[src/rtl/conware_row_sequencer_pkg.sv]
// conware_pkg: shared types and constants for the Conway row sequencer slice.
//   seq_state_t   : sequencer FSM state encoding (3-bit)
//   ROW_W         : width of the row index carried with each window
//   CONWARE_WIDTH : default cells per row, shared with the row converter
package conware_pkg;

  typedef enum logic [2:0] {
    SEQ_IDLE = 3'd0,
    SEQ_FILL = 3'd1,
    SEQ_LOAD = 3'd2,
    SEQ_EMIT = 3'd3,
    SEQ_LAST = 3'd4
  } seq_state_t;

  localparam int ROW_W         = 8;
  localparam int CONWARE_WIDTH = 4;

endpackage

[src/rtl/conware_row_sequencer_if.sv]
// conware_row_sequencer_if: row stream from the converter plus the window
// command towards the compute engine, bundled as one handshake bus.
//   in_data/in_valid/in_ready          : row stream (valid/ready)
//   win_top/win_mid/win_bot/win_row    : 3-row window and index of win_mid
//   win_valid/win_ready                : window command handshake
// Modports: slave = sequencer side, master = environment side.
interface conware_row_sequencer_if
  import conware_pkg::*;
#(
  parameter int WIDTH = CONWARE_WIDTH
);

  logic [WIDTH-1:0] in_data;
  logic             in_valid;
  logic             in_ready;
  logic [WIDTH-1:0] win_top;
  logic [WIDTH-1:0] win_mid;
  logic [WIDTH-1:0] win_bot;
  logic [ROW_W-1:0] win_row;
  logic             win_valid;
  logic             win_ready;

  modport slave (
    input  in_data, in_valid, win_ready,
    output in_ready, win_top, win_mid, win_bot, win_row, win_valid
  );

  modport master (
    output in_data, in_valid, win_ready,
    input  in_ready, win_top, win_mid, win_bot, win_row, win_valid
  );

endinterface

[src/rtl/conware_row_sequencer_window.sv]
// conware_row_window: the three-row sliding window (prev/cur/nxt).
//   clk, rstn   : clock, asynchronous active-low reset
//   load_first  : row 0 accepted -> cur <= row_in, prev <= 0
//   load_next   : following row accepted -> nxt <= row_in
//   shift       : window accepted -> prev <= cur, cur <= nxt
//   pad_bot     : last row of the frame, bottom row is outside the frame
//   row_in      : row bits from the converter
//   top/mid/bot : window rows presented to the compute engine
module conware_row_window
  import conware_pkg::*;
#(
  parameter int WIDTH = CONWARE_WIDTH
) (
  input  logic             clk,
  input  logic             rstn,
  input  logic             load_first,
  input  logic             load_next,
  input  logic             shift,
  input  logic             pad_bot,
  input  logic [WIDTH-1:0] row_in,
  output logic [WIDTH-1:0] top,
  output logic [WIDTH-1:0] mid,
  output logic [WIDTH-1:0] bot
);

  logic [WIDTH-1:0] prev_q;
  logic [WIDTH-1:0] cur_q;
  logic [WIDTH-1:0] nxt_q;

  // The FSM guarantees at most one of the three strobes per cycle; the
  // priority order only matters for robustness. Clearing prev on the first
  // row provides the zero padding above row 0.
  always_ff @(posedge clk or negedge rstn) begin
    if (!rstn) begin
      prev_q <= '0;
      cur_q  <= '0;
      nxt_q  <= '0;
    end else if (load_first) begin
      prev_q <= '0;
      cur_q  <= row_in;
    end else if (load_next) begin
      nxt_q <= row_in;
    end else if (shift) begin
      prev_q <= cur_q;
      cur_q  <= nxt_q;
    end
  end

  assign top = prev_q;
  assign mid = cur_q;
  // nxt still holds the previous row during the last window, so mask it.
  assign bot = pad_bot ? '0 : nxt_q;

endmodule

[src/rtl/conware_row_sequencer.sv]
// conware_row_sequencer: frame-level controller between the stream-to-row
// converter and the Conway next-state engine. Pulls rows one at a time,
// keeps a zero-padded 3-row window and issues one window per row.
//   clk, rstn     : clock, asynchronous active-low reset
//   enable        : run request, sampled in IDLE and at frame end
//   bus (slave)   : row stream in, window command out
//   frame_start   : one-cycle pulse after row 0 is accepted
//   frame_done    : one-cycle pulse after the last window is accepted
//   gen_count     : completed frames, wraps modulo 2^GEN_W
//   busy          : high in every state except IDLE
// Optional build macro CONWARE_SEQ_STALL_CNT_EN adds in_stall_cnt and
// out_stall_cnt (saturating, cleared when row 0 of a frame is accepted).
// HEIGHT must lie in 2..255.
module conware_row_sequencer
  import conware_pkg::*;
#(
  parameter int WIDTH  = CONWARE_WIDTH,
  parameter int HEIGHT = 4,
  parameter int GEN_W  = 16
) (
  input  logic                  clk,
  input  logic                  rstn,
  input  logic                  enable,
  conware_row_sequencer_if.slave bus,
  output logic                  frame_start,
  output logic                  frame_done,
  output logic [GEN_W-1:0]      gen_count,
  output logic                  busy
`ifdef CONWARE_SEQ_STALL_CNT_EN
  ,
  output logic [31:0]           in_stall_cnt,
  output logic [31:0]           out_stall_cnt
`endif
);

  localparam logic [ROW_W-1:0] LAST_ROW = ROW_W'(HEIGHT - 1);

  seq_state_t       state_q;
  seq_state_t       state_d;
  logic [ROW_W-1:0] row_q;
  logic [ROW_W-1:0] row_inc;
  logic [GEN_W-1:0] gen_q;
  logic             frame_start_q;
  logic             frame_done_q;

  logic             in_ready_d;
  logic             win_valid_d;
  logic             busy_d;

  logic             fill_accept;
  logic             load_accept;
  logic             emit_accept;
  logic             last_accept;

  logic [WIDTH-1:0] top_w;
  logic [WIDTH-1:0] mid_w;
  logic [WIDTH-1:0] bot_w;

  assign row_inc = row_q + ROW_W'(1);

  assign fill_accept = (state_q == SEQ_FILL) && bus.in_valid;
  assign load_accept = (state_q == SEQ_LOAD) && bus.in_valid;
  assign emit_accept = (state_q == SEQ_EMIT) && bus.win_ready;
  assign last_accept = (state_q == SEQ_LAST) && bus.win_ready;

  always_ff @(posedge clk or negedge rstn) begin
    if (!rstn) begin
      state_q <= SEQ_IDLE;
    end else begin
      state_q <= state_d;
    end
  end

  // Handshake strobes are pure state decodes, so in_ready and win_valid
  // can never overlap and nothing combinational runs from in_valid or
  // win_ready to the outputs.
  always_comb begin
    state_d     = state_q;
    in_ready_d  = 1'b0;
    win_valid_d = 1'b0;
    busy_d      = 1'b1;
    case (state_q)
      SEQ_IDLE: begin
        busy_d = 1'b0;
        if (enable) state_d = SEQ_FILL;
      end
      SEQ_FILL: begin
        in_ready_d = 1'b1;
        if (bus.in_valid) state_d = SEQ_LOAD;
      end
      SEQ_LOAD: begin
        in_ready_d = 1'b1;
        if (bus.in_valid) state_d = SEQ_EMIT;
      end
      SEQ_EMIT: begin
        win_valid_d = 1'b1;
        if (bus.win_ready) state_d = (row_inc == LAST_ROW) ? SEQ_LAST : SEQ_LOAD;
      end
      SEQ_LAST: begin
        win_valid_d = 1'b1;
        if (bus.win_ready) state_d = enable ? SEQ_FILL : SEQ_IDLE;
      end
      default: begin
        state_d = SEQ_IDLE;
        busy_d  = 1'b0;
      end
    endcase
  end

  // Row index of win_mid; once it reaches HEIGHT-1 the FSM sits in LAST,
  // so the same register serves both window states.
  always_ff @(posedge clk or negedge rstn) begin
    if (!rstn) begin
      row_q         <= '0;
      gen_q         <= '0;
      frame_start_q <= 1'b0;
      frame_done_q  <= 1'b0;
    end else begin
      frame_start_q <= fill_accept;
      frame_done_q  <= last_accept;
      if (fill_accept) begin
        row_q <= '0;
      end else if (emit_accept) begin
        row_q <= row_inc;
      end
      if (last_accept) begin
        gen_q <= gen_q + GEN_W'(1);
      end
    end
  end

  conware_row_window #(
    .WIDTH(WIDTH)
  ) u_window (
    .clk        (clk),
    .rstn       (rstn),
    .load_first (fill_accept),
    .load_next  (load_accept),
    .shift      (emit_accept),
    .pad_bot    (state_q == SEQ_LAST),
    .row_in     (bus.in_data),
    .top        (top_w),
    .mid        (mid_w),
    .bot        (bot_w)
  );

  assign bus.in_ready  = in_ready_d;
  assign bus.win_valid = win_valid_d;
  assign bus.win_top   = top_w;
  assign bus.win_mid   = mid_w;
  assign bus.win_bot   = bot_w;
  assign bus.win_row   = row_q;

  assign frame_start = frame_start_q;
  assign frame_done  = frame_done_q;
  assign gen_count   = gen_q;
  assign busy        = busy_d;

`ifdef CONWARE_SEQ_STALL_CNT_EN
  logic [31:0] in_stall_q;
  logic [31:0] out_stall_q;

  // Cleared on the edge that accepts row 0, so waiting in FILL before a
  // frame begins never shows up in the new frame's count.
  always_ff @(posedge clk or negedge rstn) begin
    if (!rstn) begin
      in_stall_q  <= '0;
      out_stall_q <= '0;
    end else if (fill_accept) begin
      in_stall_q  <= '0;
      out_stall_q <= '0;
    end else begin
      if (in_ready_d && !bus.in_valid && !(&in_stall_q)) begin
        in_stall_q <= in_stall_q + 32'd1;
      end
      if (win_valid_d && !bus.win_ready && !(&out_stall_q)) begin
        out_stall_q <= out_stall_q + 32'd1;
      end
    end
  end

  assign in_stall_cnt  = in_stall_q;
  assign out_stall_cnt = out_stall_q;
`endif

endmodule

[src/flat_wrapper.sv]
// flat-port wrapper written by rule: the top's interface ports become plain ports
module conware_row_sequencer_flat import conware_pkg::*;
#(
  parameter int WIDTH  = CONWARE_WIDTH,
  parameter int HEIGHT = 4,
  parameter int GEN_W  = 16
)
  (clk, rstn, enable, frame_start, frame_done, gen_count, busy, bus_in_data, bus_in_valid, bus_win_ready, bus_in_ready, bus_win_top, bus_win_mid, bus_win_bot, bus_win_row, bus_win_valid);
  conware_row_sequencer_if #(.WIDTH(WIDTH)) bus_i ();
  input  logic clk;
  input  logic rstn;
  input  logic enable;
  output logic frame_start;
  output logic frame_done;
  output logic [GEN_W-1:0] gen_count;
  output logic busy;
  input wire logic [$bits(bus_i.in_data)-1:0] bus_in_data;
  input wire logic [$bits(bus_i.in_valid)-1:0] bus_in_valid;
  input wire logic [$bits(bus_i.win_ready)-1:0] bus_win_ready;
  output wire logic [$bits(bus_i.in_ready)-1:0] bus_in_ready;
  output wire logic [$bits(bus_i.win_top)-1:0] bus_win_top;
  output wire logic [$bits(bus_i.win_mid)-1:0] bus_win_mid;
  output wire logic [$bits(bus_i.win_bot)-1:0] bus_win_bot;
  output wire logic [$bits(bus_i.win_row)-1:0] bus_win_row;
  output wire logic [$bits(bus_i.win_valid)-1:0] bus_win_valid;
  assign bus_i.in_data = bus_in_data;
  assign bus_i.in_valid = bus_in_valid;
  assign bus_i.win_ready = bus_win_ready;
  assign bus_in_ready = bus_i.in_ready;
  assign bus_win_top = bus_i.win_top;
  assign bus_win_mid = bus_i.win_mid;
  assign bus_win_bot = bus_i.win_bot;
  assign bus_win_row = bus_i.win_row;
  assign bus_win_valid = bus_i.win_valid;
  conware_row_sequencer #(.WIDTH(WIDTH), .HEIGHT(HEIGHT), .GEN_W(GEN_W)) u_core (.clk(clk), .rstn(rstn), .enable(enable), .bus(bus_i), .frame_start(frame_start), .frame_done(frame_done), .gen_count(gen_count), .busy(busy));
endmodule
[config.mk]
export PLATFORM = sky130hd
export DESIGN_NAME = conware_row_sequencer_flat
export DESIGN_NICKNAME = d
export VERILOG_FILES = /design/src/rtl/conware_row_sequencer_pkg.sv /design/src/rtl/conware_row_sequencer_if.sv /design/src/rtl/conware_row_sequencer_window.sv /design/src/rtl/conware_row_sequencer.sv /design/src/flat_wrapper.sv
export SDC_FILE = /design/constraint.sdc
export NUM_CORES = 1
export LEC_CHECK = 0
export CAP_MARGIN = 10
export CORE_UTILIZATION = 30
export DETAILED_ROUTE_END_ITERATION = 10
export SLEW_MARGIN = 25
export SYNTH_ARGS = -nofsm -noshare
export SYNTH_HDL_FRONTEND = slang
export SYNTH_SLANG_ARGS = --single-unit
[constraint.sdc]
create_clock -name clk -period 2.4 [get_ports clk]
set_input_delay 0.48 -clock clk [delete_from_list [all_inputs] [get_ports clk]]
set_output_delay 0.48 -clock clk [all_outputs]
set_load 0.1 [all_outputs]
==> results of run 1 <==
per-layer routing:
layer | GRT usage | share of wire
met1 | 0.196 | 0.47
met2 | 0.193 | 0.47
met3 | 0.0403 | 0.053
met4 | 0.0508 | 0.0084
met5 | 0 | 0
worst max-delay path, cell delays in order, from the launching register on:
cell	delay (ns)
dfrtp_1	0.56
xnor2_1	0.32
nor2_4	0.06
or2_2	0.32
buf_12	0.17
logic make-up (layout without fill, tap and decap cells):
kind of cell / count (synthesis) / count (layout)
xor+xnor: 18 / 18
flops: 41 / 41
simple gates: 81 / 81
compound gates: 30 / 30
mux: 12 / 12
buf+inv: 13 / 69
fa+ha+maj: 3 / 3
per-stage QoR:
step	cells	cell area [um2]	hold slack (ns)	utilization
final	331	2740	0.230	0.424
after global routing	331	2740	0.266	0.424
after CTS	331	2740	0.252	0.424
after detailed placement	323	2640	0.469	0.408
after global placement	323	2640	0.462	0.408
after floorplan	198	2050	0.184	-
area by class of cell:
cell class                      count  area (um2)  share of cell area
Sequential cell                    41        1030               0.374
Multi-Input combinational cell    144         963               0.352
Timing Repair Buffer               58         538               0.196
Clock buffer                        7        96.3              0.0352
Tap cell                           77        96.3              0.0352
Inverter                            3        11.3             0.00411
Clock inverter                      1        8.76             0.00320
state kept, by name (all words and copies together) (netlist names):
| name | flops |
|---|---|
| u_core.u_window.mid | 4 |
| u_core.u_window.nxt_q | 4 |
| u_core.frame_start | 1 |
| u_core.gen_count | 16 |
| u_core.state_q | 3 |
| u_core.u_window.top | 4 |
| u_core.bus.win_row | 8 |
| u_core.frame_done | 1 |
how the worst max path moves through the flow:
stage / end / from / cells past startpoint / slack (ns)
after CTS: bus_win_bot[0] / u_core.state_q[1]$_DFFE_PN0P_ / 3 / 0.14
after global placement: u_core.bus.win_row[5]$_DFFE_PN0P_ / bus_in_valid / 5 / 0.40
final: busy / u_core.state_q[1]$_DFFE_PN0P_ / 4 / 0.18
after detailed placement: u_core.bus.win_row[5]$_DFFE_PN0P_ / bus_in_valid / 5 / 0.39
after global routing: bus_win_bot[2] / u_core.state_q[1]$_DFFE_PN0P_ / 3 / 0.05
after floorplan: bus_win_bot[0] / u_core.state_q[2]$_DFFE_PN0P_ / 3 / -0.12
cells in the final DEF (no fill, tap or decap), types with 2 or more instances in the layout:
| cell | count |
|---|---|
| nor2b_1 | 4 |
| clkbuf_8 | 7 |
| xnor2_1 | 14 |
| dfrtp_1 | 41 |
| and3_1 | 4 |
| mux2_2 | 4 |
| a211oi_1 | 2 |
| mux2i_1 | 8 |
| inv_1 | 3 |
| xor2_1 | 4 |
| nand4_1 | 7 |
| buf_4 | 43 |
| clkdlybuf4s50_1 | 7 |
| nand2b_1 | 2 |
| nand3_1 | 8 |
| nor2_1 | 12 |
| ha_1 | 3 |
| or2_2 | 2 |
| o21ai_0 | 11 |
| a21oi_1 | 7 |
| nand2_1 | 28 |
| buf_12 | 7 |
==> impl_metrics.env, run 1 <==
export IMPL_synth_cell_types=43
export IMPL_final_setup_viol_count=0
export IMPL_wl_per_cell_um=13.7
export IMPL_die_w_um=84.4
export IMPL_synth_compound_area_frac=0.0915
export IMPL_ys_top_cells_by_area="dfrtp_1 (50%), xnor2_1 (6.0%), nand2_1 (5.2%)"
export IMPL_synth_area_per_cell_um2=10.3
export IMPL_ios=50
export IMPL_gp_congestion=0.795
export IMPL_synth_adder_area_share=0.0184
export IMPL_grt_ovfl_total=0
export IMPL_fmax_mhz=450
export IMPL_core_rowCount=29
export IMPL_synth_largest_area_cell="dfrtp_1"
export IMPL_vias=1606
export IMPL_ff2ff_setup_slack_ns=0.45
export IMPL_finClkSkew_ns=0.00904
export IMPL_synth_top_family_by_area="simple AND/OR/NAND/NOR gates"
export IMPL_fp_dieArea_um2=7130
export IMPL_fin_ws_ns=0.176
export IMPL_cts_sinks=41
export IMPL_drt_initial_drc_count=99
export IMPL_worstPathMaxFanout=14
export IMPL_setup_worst_path_end_class="output pin"
export IMPL_drc_errors=2
export IMPL_fillers=633
export IMPL_fin_crit_ns=2.22
export IMPL_antenna_found_initial=0
export IMPL_outcome="finished, violations left"
export IMPL_synth_area_mux_share=0.0614
export IMPL_routed_wirelength_mm=4.52
export IMPL_ys_ff_latch=41
export IMPL_io_buffers=49
export IMPL_post_cts_buffers=0
export IMPL_preCtsSetupSlack_ns=0.388
export IMPL_cp_arrival_ns=1.74
export IMPL_ant_nets=0
export IMPL_avgViaCountPerCell=4.85
export IMPL_r2r_start="u_core.bus.win_row[1]$_DFFE_PN0P_"
export IMPL_nNetsFinal=265
export IMPL_post_synth_top_count_cell="dfrtp_1"
export IMPL_grt_max_degree=42
export IMPL_synth_top_cells_by_count="dfrtp_1 (41), nand2_1 (28), xnor2_1 (14), nor2_1 (13), o21ai_0 (12)"
export IMPL_worstReg2RegEnd="u_core.state_q[2]$_DFFE_PN0P_"
export IMPL_clock_latency_ns=0.29
export IMPL_yosysSeqAreaShare=0.503
export IMPL_worst_pin_slew_ns=0.517
export IMPL_syn_inst=198
export IMPL_cts_root_buffer="clkbuf_8"
export IMPL_tns_ns=0
export IMPL_syn_area_um2=2040
export IMPL_postCtsHoldBufs=0
export IMPL_worstRegToRegCells=5
export IMPL_violations="design-rule violations"
export IMPL_dp_hpwl_mm=3.18
export IMPL_drv_slew=0
export IMPL_htree_num_levels=2
export IMPL_async_flop_share=1.00
export IMPL_synth_edf_count=0
export IMPL_path_class="reg2out"
export IMPL_yosys_area_share_simple=0.215
export IMPL_numCtsBuffers=5
export IMPL_hold_path_class="in2async"
export IMPL_start_kind="register"
export IMPL_synth_nets=210
export IMPL_die_h_um=84.4
export IMPL_area_growth_pct=34.4
export IMPL_slew_headroom=0.656
export IMPL_grt_pass1_vias=1429
export IMPL_synthDominantCellAreaShare=0.503
export IMPL_post_cts_resized=0
export IMPL_grt_usage=0.136
export IMPL_maxCapViolations=0
export IMPL_ys_warn_count=0
export IMPL_antenna_cells=0
export IMPL_drt_first_pass_iters=7
export IMPL_synthFlopType="dfrtp_1"
export IMPL_initial_core_util=0.316
export IMPL_layout_drive_gt1_share=0.287
export IMPL_core_area_um2=6460
export IMPL_period_share=0.927
export IMPL_cts_max_path_buffers=2
export IMPL_cp_required_ns=1.92
export IMPL_finalHoldViolCount=0
export IMPL_path_clk_slew_ns=0.08
export IMPL_synth_xor_area_frac=0.0773
export IMPL_rsz0062_at_grt="false"
export IMPL_grt_pass1_wl_mm=7.62
export IMPL_cts_tree="done"
Power of run 1 is left out: the tool's default activity adds up to more than one toggle a clock period on the data nets, which glitch-free logic cannot reach.
==> inputs of run 2 (changes only) <==
--- a/config.mk
+++ b/config.mk
@@ -8,6 +8,7 @@
 export CAP_MARGIN = 10
 export CORE_UTILIZATION = 30
 export DETAILED_ROUTE_END_ITERATION = 10
+export REMOVE_ABC_BUFFERS = 1
 export SLEW_MARGIN = 25
 export SYNTH_ARGS = -nofsm -noshare
 export SYNTH_HDL_FRONTEND = slang
==> impl_metrics.env, run 2 (synthesized netlist as in run 1, its figures left out) <==
export IMPL_antenna_found_initial=0
export IMPL_finalNonFillerCells=331
export IMPL_dp_hpwl_mm=3.28
export IMPL_cp_arrival_ns=1.79
export IMPL_io_buffers=49
export IMPL_ios=50
export IMPL_regArea_um2=1030
export IMPL_clock_latency_ns=0.29
export IMPL_rsz0062_at_grt="false"
export IMPL_post_cts_buffers=0
export IMPL_grt_pass1_vias=1533
export IMPL_ant_nets=0
export IMPL_path_clk_slew_ns=0.08
export IMPL_grt_ovfl_total=0
export IMPL_fillers=639
export IMPL_finClkSkew_ns=0.00801
export IMPL_gp_congestion=0.732
export IMPL_numCtsBuffers=5
export IMPL_vias=1637
export IMPL_cts_sinks=41
export IMPL_htree_num_levels=2
export IMPL_worst_pin_slew_ns=0.623
export IMPL_cts_tree="done"
export IMPL_nNetsFinal=265
export IMPL_outcome="finished, violations left"
export IMPL_cts_max_path_buffers=2
export IMPL_worst_path_buf_inv=1
export IMPL_fin_util=0.421
export IMPL_violations="design-rule violations"
export IMPL_multi_input_area_um2=952
export IMPL_path_class="reg2out"
export IMPL_hold_path_class="in2async"
export IMPL_start_kind="register"
export IMPL_grt_max_degree=29
export IMPL_postCtsHoldBufs=0
export IMPL_dp_cells=323
export IMPL_fp_dieArea_um2=7130
export IMPL_grt_pass1_wl_mm=7.81
export IMPL_slowest_stage="nor3b_1"
export IMPL_routed_wirelength_mm=4.45
export IMPL_cp_required_ns=1.92
export IMPL_die_h_um=84.4
export IMPL_cts_root_buffer="clkbuf_8"
export IMPL_post_cts_resized=0
export IMPL_wl_per_cell_um=13.5
export IMPL_drv_slew=0
export IMPL_slew_headroom=0.585
export IMPL_final_setup_viol_count=0
export IMPL_antenna_cells=0
export IMPL_largest_reg_flops=16
export IMPL_layout_drive_gt1_share=0.276
export IMPL_avgViaCountPerCell=4.95
export IMPL_drt_first_pass_iters=7
export IMPL_initial_core_util=0.316
export IMPL_period_share=0.945
export IMPL_critPathTopFamily="simple AND/OR/NAND/NOR gates"
export IMPL_grt_usage=0.138
export IMPL_slowest_delay_ns=0.58
export IMPL_finalHoldViolCount=0
export IMPL_fin_crit_ns=2.27
export IMPL_core_rowCount=29
export IMPL_r2r_start="u_core.bus.win_row[0]$_DFFE_PN0P_"
export IMPL_core_area_um2=6460
export IMPL_worstPathCellList="nor3b_1, nor2b_1, buf_12"
export IMPL_maxCapViolations=0
export IMPL_drc_errors=2
export IMPL_layout_commonest_cell="buf_4"
export IMPL_die_w_um=84.4
export IMPL_fmax_mhz=441
export IMPL_drt_initial_drc_count=123
export IMPL_area_growth_pct=33.4
export IMPL_final_cell_mix="buf_4 (42), dfrtp_1 (41), nand2_1 (28), xnor2_1 (14), nor2_1 (13)"
export IMPL_worstPathMaxFanout=14
export IMPL_setup_worst_path_end_class="output pin"
export IMPL_crit_start="u_core.state_q[0]$_DFFE_PN0P_"
==> run 2: cell types whose count changed in the layout (fill, tap and decap cells not counted) <==
cell	change
nor2_1	+1
clkinv_2	+2
clkbuf_1	+1
inv_6	-1
clkbuf_8	-2
o21ai_0	+1
nor2_4	-1
buf_4	-1
buf_12	+1
o21ai_2	-1
==> run 2: area by class of cell <==
| class | count | share of cell area |
|---|---|---|
| multi-input combinational | 144 | 0.350 |
| clock inverter | 2 | 0.00368 |
| tap | 77 | 0.0354 |
| sequential | 41 | 0.377 |
| clock buffer | 6 | 0.0267 |
| inverter | 3 | 0.00414 |
| timing repair buffer | 58 | 0.202 |
==> run 2: final timing paths <==
check / slack, ns / to / cells past startpoint
max: 0.13 / bus_win_bot[0] / 3
min: 0.19 / u_core.u_window.nxt_q[0]$_DFFE_PN0P_ / 1
max reg2reg: 0.54 / u_core.state_q[2]$_DFFE_PN0P_ / 5
min reg2reg: 0.48 / u_core.gen_count[15]$_DFFE_PN0P_ / 1
max in group asynchronous: 1.64 / u_core.bus.win_row[7]$_DFFE_PN0P_ / 2
min in group clk: 0.48 / u_core.gen_count[15]$_DFFE_PN0P_ / 1
==> run 2: worst register-to-register path: stages, from the launching register on <==
cell      delay (ns)
dfrtp_1         0.49
ha_1            0.32
and3_1          0.26
a41oi_1         0.20
and4bb_2        0.27
a31o_2          0.23
==> run 2: per-stage QoR <==
stage | hold slack, ns | cell area, um2 | setup slack [ns] | TNS [ns]
finish | 0.193 | 2720 | 0.132 | 0
global route | 0.238 | 2720 | 0.000210 | 0
CTS | 0.216 | 2720 | 0.0850 | 0
detailed placement | 0.488 | 2640 | 0.321 | 0
global placement | 0.472 | 2640 | 0.383 | 0
floorplan | 0.184 | 1980 | -1.58 | -3.16
==> run 2: metal layers <==
metal / GRT usage / share of wire / vias up / routed length (um)
li1: - / - / 802 / -
met1: 0.195 / 0.48 / 801 / 2140
met2: 0.212 / 0.47 / 28 / 2110
met3: 0.0236 / 0.028 / 6 / 124
met4: 0.0555 / 0.019 / 0 / 83
met5: 0 / 0 / - / 0
Power of run 2 is left out for the same reason.
